--- src/rtl/bist_pkg.sv ---
// Shared encodings for the BIST pattern generator: pattern modes,
// controller states and a mode validity helper.
package bist_pkg;

  localparam int BIST_MODE_W = 3;

  // Pattern modes selectable at start; encodings 5..7 are reserved.
  typedef enum logic [BIST_MODE_W-1:0] {
    BIST_MODE_LFSR  = 3'd0,
    BIST_MODE_CNT   = 3'd1,
    BIST_MODE_WALK  = 3'd2,
    BIST_MODE_CHK   = 3'd3,
    BIST_MODE_SHIFT = 3'd4
  } bist_mode_e;

  // Controller states: IDLE waits for start, RUN issues patterns.
  typedef enum logic {
    BIST_ST_IDLE = 1'b0,
    BIST_ST_RUN  = 1'b1
  } bist_state_e;

  // True for the five implemented modes, false for reserved codes.
  function automatic logic bist_mode_valid(input logic [BIST_MODE_W-1:0] mode);
    return (mode <= BIST_MODE_SHIFT);
  endfunction

endpackage

--- src/rtl/bist_pattern_next.sv ---
// Combinational pattern function: the first pattern of a run (from the
// seed) and the successor of the current pattern, for the selected mode.
module bist_pattern_next
  import bist_pkg::*;
#(
  parameter int               WIDTH = 8,
  parameter logic [WIDTH-1:0] POLY  = 8'hB8
) (
  input  logic [BIST_MODE_W-1:0] i_mode,
  input  logic [WIDTH-1:0]       i_data,
  input  logic [WIDTH-1:0]       i_seed,
  input  logic                   i_serial_in,
  output logic [WIDTH-1:0]       o_next,
  output logic [WIDTH-1:0]       o_first
);

  // Checkerboard base pattern: ones on even bit positions (0x55 at 8 bits).
  logic [WIDTH-1:0] w_chk;

  for (genvar gi = 0; gi < WIDTH; gi++) begin : g_chk
    assign w_chk[gi] = ((gi % 2) == 0);
  end

  // Galois LFSR step: shift right, fold the taps in when the LSB drops out.
  logic [WIDTH-1:0] w_lfsr_next;
  assign w_lfsr_next = (i_data >> 1) ^ (i_data[0] ? POLY : {WIDTH{1'b0}});

  // Successor pattern; reserved modes never reach RUN, so they just hold.
  always_comb begin
    o_next = i_data;
    case (bist_mode_e'(i_mode))
      BIST_MODE_LFSR:  o_next = w_lfsr_next;
      BIST_MODE_CNT:   o_next = i_data + WIDTH'(1);
      BIST_MODE_WALK:  o_next = {i_data[WIDTH-2:0], i_data[WIDTH-1]};
      BIST_MODE_CHK:   o_next = ~i_data;
      BIST_MODE_SHIFT: o_next = {i_data[WIDTH-2:0], i_serial_in};
      default:         o_next = i_data;
    endcase
  end

  // First pattern of a run; an all-zero LFSR seed would lock up, so use 1.
  always_comb begin
    o_first = i_seed;
    case (bist_mode_e'(i_mode))
      BIST_MODE_LFSR:  o_first = (i_seed == '0) ? WIDTH'(1) : i_seed;
      BIST_MODE_CNT:   o_first = i_seed;
      BIST_MODE_WALK:  o_first = WIDTH'(1);
      BIST_MODE_CHK:   o_first = w_chk;
      BIST_MODE_SHIFT: o_first = i_seed;
      default:         o_first = i_seed;
    endcase
  end

endmodule

--- src/rtl/bist_pattern_gen.sv ---
// BIST stimulus source: on start, issues a programmed number of patterns
// over a valid/ready handshake and pulses done after the last accept.
// All outputs come straight from registers.
module bist_pattern_gen
  import bist_pkg::*;
#(
  parameter int               WIDTH = 8,
  parameter int               CNT_W = 16,
  parameter logic [WIDTH-1:0] POLY  = 8'hB8
) (
  input  logic                   i_clk,
  input  logic                   i_rst,
  input  logic                   i_start,
  input  logic [BIST_MODE_W-1:0] i_mode,
  input  logic [CNT_W-1:0]       i_num_patterns,
  input  logic [WIDTH-1:0]       i_seed,
  input  logic                   i_serial_in,
  input  logic                   i_pattern_ready,
  output logic                   o_pattern_valid,
  output logic [WIDTH-1:0]       o_data_out,
  output logic [CNT_W-1:0]       o_pattern_idx,
  output logic                   o_busy,
  output logic                   o_done
);

  bist_state_e      r_state;
  bist_state_e      w_state_next;
  bist_mode_e       r_mode;
  logic [CNT_W-1:0] r_num;
  logic [WIDTH-1:0] r_data;
  logic [CNT_W-1:0] r_idx;
  logic             r_done;

  logic             w_idle;
  logic             w_start_ok;
  logic             w_start_empty;
  logic             w_accept;
  logic             w_last;
  logic [BIST_MODE_W-1:0] w_pg_mode;
  logic [WIDTH-1:0] w_first;
  logic [WIDTH-1:0] w_next;

  assign w_idle = (r_state == BIST_ST_IDLE);

  // A start with a reserved mode is dropped entirely; an empty run only
  // produces the done pulse.
  assign w_start_ok    = w_idle && i_start && bist_mode_valid(i_mode) && (i_num_patterns != '0);
  assign w_start_empty = w_idle && i_start && bist_mode_valid(i_mode) && (i_num_patterns == '0);

  // Valid is asserted throughout RUN, so accept reduces to RUN && ready.
  assign w_accept = (r_state == BIST_ST_RUN) && i_pattern_ready;
  assign w_last   = (r_idx == (r_num - CNT_W'(1)));

  // In IDLE the pattern function sees the incoming mode so the first
  // pattern can be loaded on the start edge; in RUN it sees the latched one.
  assign w_pg_mode = w_idle ? i_mode : r_mode;

  bist_pattern_next #(
    .WIDTH (WIDTH),
    .POLY  (POLY)
  ) u_next (
    .i_mode      (w_pg_mode),
    .i_data      (r_data),
    .i_seed      (i_seed),
    .i_serial_in (i_serial_in),
    .o_next      (w_next),
    .o_first     (w_first)
  );

  // State register.
  always_ff @(posedge i_clk or posedge i_rst) begin
    if (i_rst) begin
      r_state <= BIST_ST_IDLE;
    end else begin
      r_state <= w_state_next;
    end
  end

  // Next-state logic: enter RUN on a usable start, leave on the last accept.
  always_comb begin
    w_state_next = r_state;
    case (r_state)
      BIST_ST_IDLE: if (w_start_ok)          w_state_next = BIST_ST_RUN;
      BIST_ST_RUN:  if (w_accept && w_last)  w_state_next = BIST_ST_IDLE;
      default:                               w_state_next = BIST_ST_IDLE;
    endcase
  end

  // Output decode: everything is a register or a decode of the state register.
  always_comb begin
    o_busy          = (r_state == BIST_ST_RUN);
    o_pattern_valid = (r_state == BIST_ST_RUN);
    o_data_out      = r_data;
    o_pattern_idx   = r_idx;
    o_done          = r_done;
  end

  // Run parameters, pattern data, index and the done pulse.
  always_ff @(posedge i_clk or posedge i_rst) begin
    if (i_rst) begin
      r_mode <= BIST_MODE_LFSR;
      r_num  <= '0;
      r_data <= '0;
      r_idx  <= '0;
      r_done <= 1'b0;
    end else begin
      r_done <= w_start_empty || (w_accept && w_last);
      if (w_start_ok) begin
        r_mode <= bist_mode_e'(i_mode);
        r_num  <= i_num_patterns;
        r_data <= w_first;
        r_idx  <= '0;
      end else if (w_accept) begin
        if (w_last) begin
          // Run complete: data_out keeps the final pattern.
          r_idx <= '0;
        end else begin
          r_idx  <= r_idx + CNT_W'(1);
          r_data <= w_next;
        end
      end
    end
  end

endmodule

--- config.mk ---
export PLATFORM = sky130hd
export DESIGN_NAME = bist_pattern_gen
export DESIGN_NICKNAME = d
export VERILOG_FILES = /design/src/rtl/bist_pkg.sv /design/src/rtl/bist_pattern_next.sv /design/src/rtl/bist_pattern_gen.sv
export SDC_FILE = /design/constraint.sdc
export NUM_CORES = 1
export LEC_CHECK = 0
export ABC_AREA = 1
export ABC_CLOCK_PERIOD_IN_PS = 2050
export CAP_MARGIN = 0
export CORE_ASPECT_RATIO = 1.2
export CORE_MARGIN = 2
export CORE_UTILIZATION = 40
export DETAILED_ROUTE_END_ITERATION = 10
export MAX_ROUTING_LAYER = met4
export PLACE_DENSITY_LB_ADDON = 0.1
export SYNTH_ARGS = -nofsm -noshare
export SYNTH_HDL_FRONTEND = slang
export SYNTH_SLANG_ARGS = --single-unit
--- constraint.sdc ---
create_clock -name i_clk -period 2.05 [get_ports i_clk]
set_input_delay 0.41 -clock i_clk [delete_from_list [all_inputs] [get_ports i_clk]]
set_output_delay 0.41 -clock i_clk [all_outputs]
set_load 0.005 [all_outputs]
==> metrics.log <==
INFO  metric final.setup.tns = 0 ps
INFO  metric criticalPathCategory = primary input to register
INFO  metric vias = 4,126
INFO  metric pwr_density_cell = 1400 mW/mm^2
INFO  metric max_cap_violations = 0
INFO  metric synthMostInstantiatedCell = nand2_1
INFO  metric syn2layout_area_growth = 41.4%
INFO  metric vdd.ir_drop.worst = 0.675 mV
INFO  metric rows = 38
INFO  metric grt_first_pass_wirelength = 19,900 um
INFO  metric fmax = 0.494 GHz
INFO  metric number_of_antenna_violations_at_the_first_check_in_global_routing = 0
INFO  metric synth.cell_area = 0.00369 sq mm
INFO  metric num-nets-final = 739
INFO  metric cpMostUsedCell = nand2_1
INFO  metric antennaDiodeCount = 0
INFO  metric yosys-top-cells-area = dfrtp_1, nand2_1, nand3_1
INFO  metric cts_hold_repair.buffers = 0
INFO  metric p_leak = 2.54 nW
INFO  metric ctsRootBufferMaster = clkbuf_8
INFO  metric grt_util_met2 = 48.4%
INFO  metric core_ar = 0.00903 sq mm
INFO  metric worst_pin_slew = 451 ps
INFO  metric yosysSeqAreaShare = 30.5%
INFO  metric postSynthAreaPerCell = 6.44 sq um
INFO  metric route.detailed.drc = 0
INFO  metric synth.top_cell.area_share = 30.5%
INFO  metric setup.worst_path.start_class = primary input
INFO  metric cell_count_after_synthesis = 574
INFO  metric crit_arrival = 2230 ps
INFO  metric grt_setup_unrepaired = yes
INFO  metric grt_use_met3 = 2.63%
INFO  metric min_period_over_period = 98.8%
INFO  metric post_drt_via_cell_ratio = 5.00
INFO  metric tritoncts_buffers = 5
INFO  metric yosys_most_used_dff = dfrtp_1
INFO  metric ctsLongestPathBuffers = 2
INFO  metric required = 2260 ps
INFO  metric status = completed
INFO  metric slew_viols_final = 0
INFO  metric track_usage = 26.1%
INFO  metric worstSkewPairLatency = 310 ps
INFO  metric crit_fanout = 13
INFO  metric mappedNetlistNets = 609
INFO  metric post_synth_top_cells = nand2_1, inv_1, nand3_1
INFO  metric cts_tree = built
INFO  metric buffers_and_inverters_on_the_worst_path = 3
INFO  metric synth-edff-count = 0
INFO  metric fin_worst_skew = 10.3 ps
INFO  metric cp-end-kind = register
INFO  metric critPathMaxStageDelay = 430 ps
INFO  metric grt_busiest_layer = met2
INFO  metric boundaryPins = 59
INFO  metric drtIter0Drc = 159
INFO  metric final_period_minus_worst_setup_slack = 2020 ps
INFO  metric detail-route-antenna-nets = 0
INFO  metric first_global_vias = 4,131
INFO  metric slew-limit-headroom = 70.0%
INFO  metric die_height = 109 um
INFO  metric hpwl = 9680 um
INFO  metric use_met1 = 28.4%
INFO  metric post_route_cells_drive_above_1_share = 21.6%
INFO  metric critical_path.cell_chain = clkdlybuf4s50_1 > nor4_2 > buf_4 > nand4_1 > nand2_2 > buf_12 > nor2_1 > o21ai_0 > nand2_1 > nand2_1 > nand2_1
INFO  metric holdWs = 434 ps
INFO  metric ys_async_sr_fraction = 100%
INFO  metric library_cell_with_the_largest_summed_area_after_synthesis = dfrtp_1
INFO  metric grt-ovfl-total = 0
INFO  metric timing.hold.worst.class = primary input to async pin
INFO  metric wl_per_cell = 15.0 um
INFO  metric clock_input_transition_at_the_sequential_cells_of_the_worst_setup_and_hold_paths = 90 ps
INFO  metric die_area = 0.0100 sq mm
INFO  metric timing_hold_violations_final = 0
INFO  metric synth.ff_latch_count = 45
INFO  metric ys_warn_count = 0
INFO  metric initial_utilization = 40.9%
INFO  metric synth_cell_type_count = 32
INFO  metric place.port_buffers = 58
INFO  metric finalWirelength = 12,400 um
INFO  metric critPathSlowestCell = clkdlybuf4s50_1
INFO  metric setup_viol = 0
INFO  metric tritoncts_num_sinks = 45
INFO  metric detail_route.first_pass.iterations = 5
INFO  metric grt_start_max_net_pins = 46
INFO  metric cts_h_tree_depth = 2
INFO  metric finalWeightedCongestion = 0.996
INFO  metric crit_family = simple AND/OR/NAND/NOR gates
INFO  metric chipWidth = 91.7 um
==> sequential cells by signal, indices dropped and copies added, names as in the netlist <==
name / flops
o_busy: 1
o_data_out: 8
o_done: 1
o_pattern_idx: 16
r_mode: 3
r_num: 16
==> report_power, final <==
part           internal, mW  leakage, nW  switching [mW]
registers              1.24        0.570           0.557
clock network         0.249       0.0487           0.344
logic                  2.17         1.92            2.74
total                  3.66         2.54            3.64
==> logic make-up (layout without fill, tap and decap cells) <==
group,Yosys count,count (layout),synth area share (%)
buf+inv,78,207,8.97
fa+ha+maj,3,3,1.02
xor+xnor,21,21,4.98
flops,45,45,30.5
simple gates,370,372,46.0
compound gates,57,57,8.60
==> cells in the final DEF, fill, tap and decap left out, types with 9 or more instances in the layout <==
cell type        instances
nand4_1                 12
o21ai_0                 29
nand3_1                 54
nand2_1                187
buf_4                   70
dfrtp_1                 40
inv_1                   59
o22ai_1                 10
nor2_2                   9
xor2_1                  14
a21oi_1                 10
nand2_2                 14
clkdlybuf4s50_1         58
nor2_4                   9
nor2_1                  50
==> through the flow <==
| stage | utilization (%) | power [mW] | worst slack (ps) | cell area, sq um | cells |
|---|---|---|---|---|---|
| final | 57.8 | 7.30 | 25.2 | 5230 | 825 |
| after global routing | 57.8 | 7.98 | -92.9 | 5230 | 825 |
| after CTS | 56.5 | 7.08 | 5.69 | 5100 | 819 |
| after detailed placement | 54.1 | 6.28 | -405 | 4890 | 808 |
| after global placement | 54.1 | 6.24 | -466 | 4890 | 808 |
| after floorplan | - | 4.41 | 205 | 3690 | 574 |
==> path summary, 6_finish.rpt <==
path	end	slack, ps	startpoint	depth (start not counted)
setup / recovery	o_data_out[2]	30	i_num_patterns[4]	11
hold / removal	o_data_out[2]	430	i_rst	3
setup reg to reg	o_data_out[3]	30	r_num[0]	15
hold reg to reg	r_mode[1]	500	r_mode[1]	2
max in group asynchronous	r_num[3]	1350	i_rst	3
min in group i_clk	r_mode[1]	500	r_mode[1]	2
==> metal layers <==
metal / vias up / share of wire (%)
met2: 82 / 54
met5: - / 0
met3: 20 / 2.3
met1: 1918 / 40
met4: 0 / 3.3
li1: 2106 / -
==> area by class of cell <==
type	instances	area, sq um
multi-input combinational	453	2400
sequential	45	1130
clock inverter	3	26.3
timing repair buffer	132	1200
tap	120	150
clock buffer	5	68.8
inverter	67	251
fill	894	3810
==> repair_timing <==
| item | in CTS | in global routing |
|---|---|---|
| endpoints found under the setup margin | 24 | 38 |
| hold endpoints to repair | 0 | 0 |
| setup buffers | 1 | 5 |
| cloned | 2 | 1 |
| resized for setup | 18 | 24 |
| pin swaps | 12 | 4 |
==> worst register-to-register path: stages, from the launching register on <==
cell and delay, ps:
dfrtp_1 410, inv_2 80, ha_4 160, nand2_2 110, nor2_2 170, nand2_1 70, nand2_1 80, nand2_1 60
nor2_1 110, nand2_2 80, nor2_4 140, nand2_8 120, nand2_8 120, nand2_8 80, nand2_1 70, nand2_1 40
No activity file was read; power rests on OpenSTA's default activity.
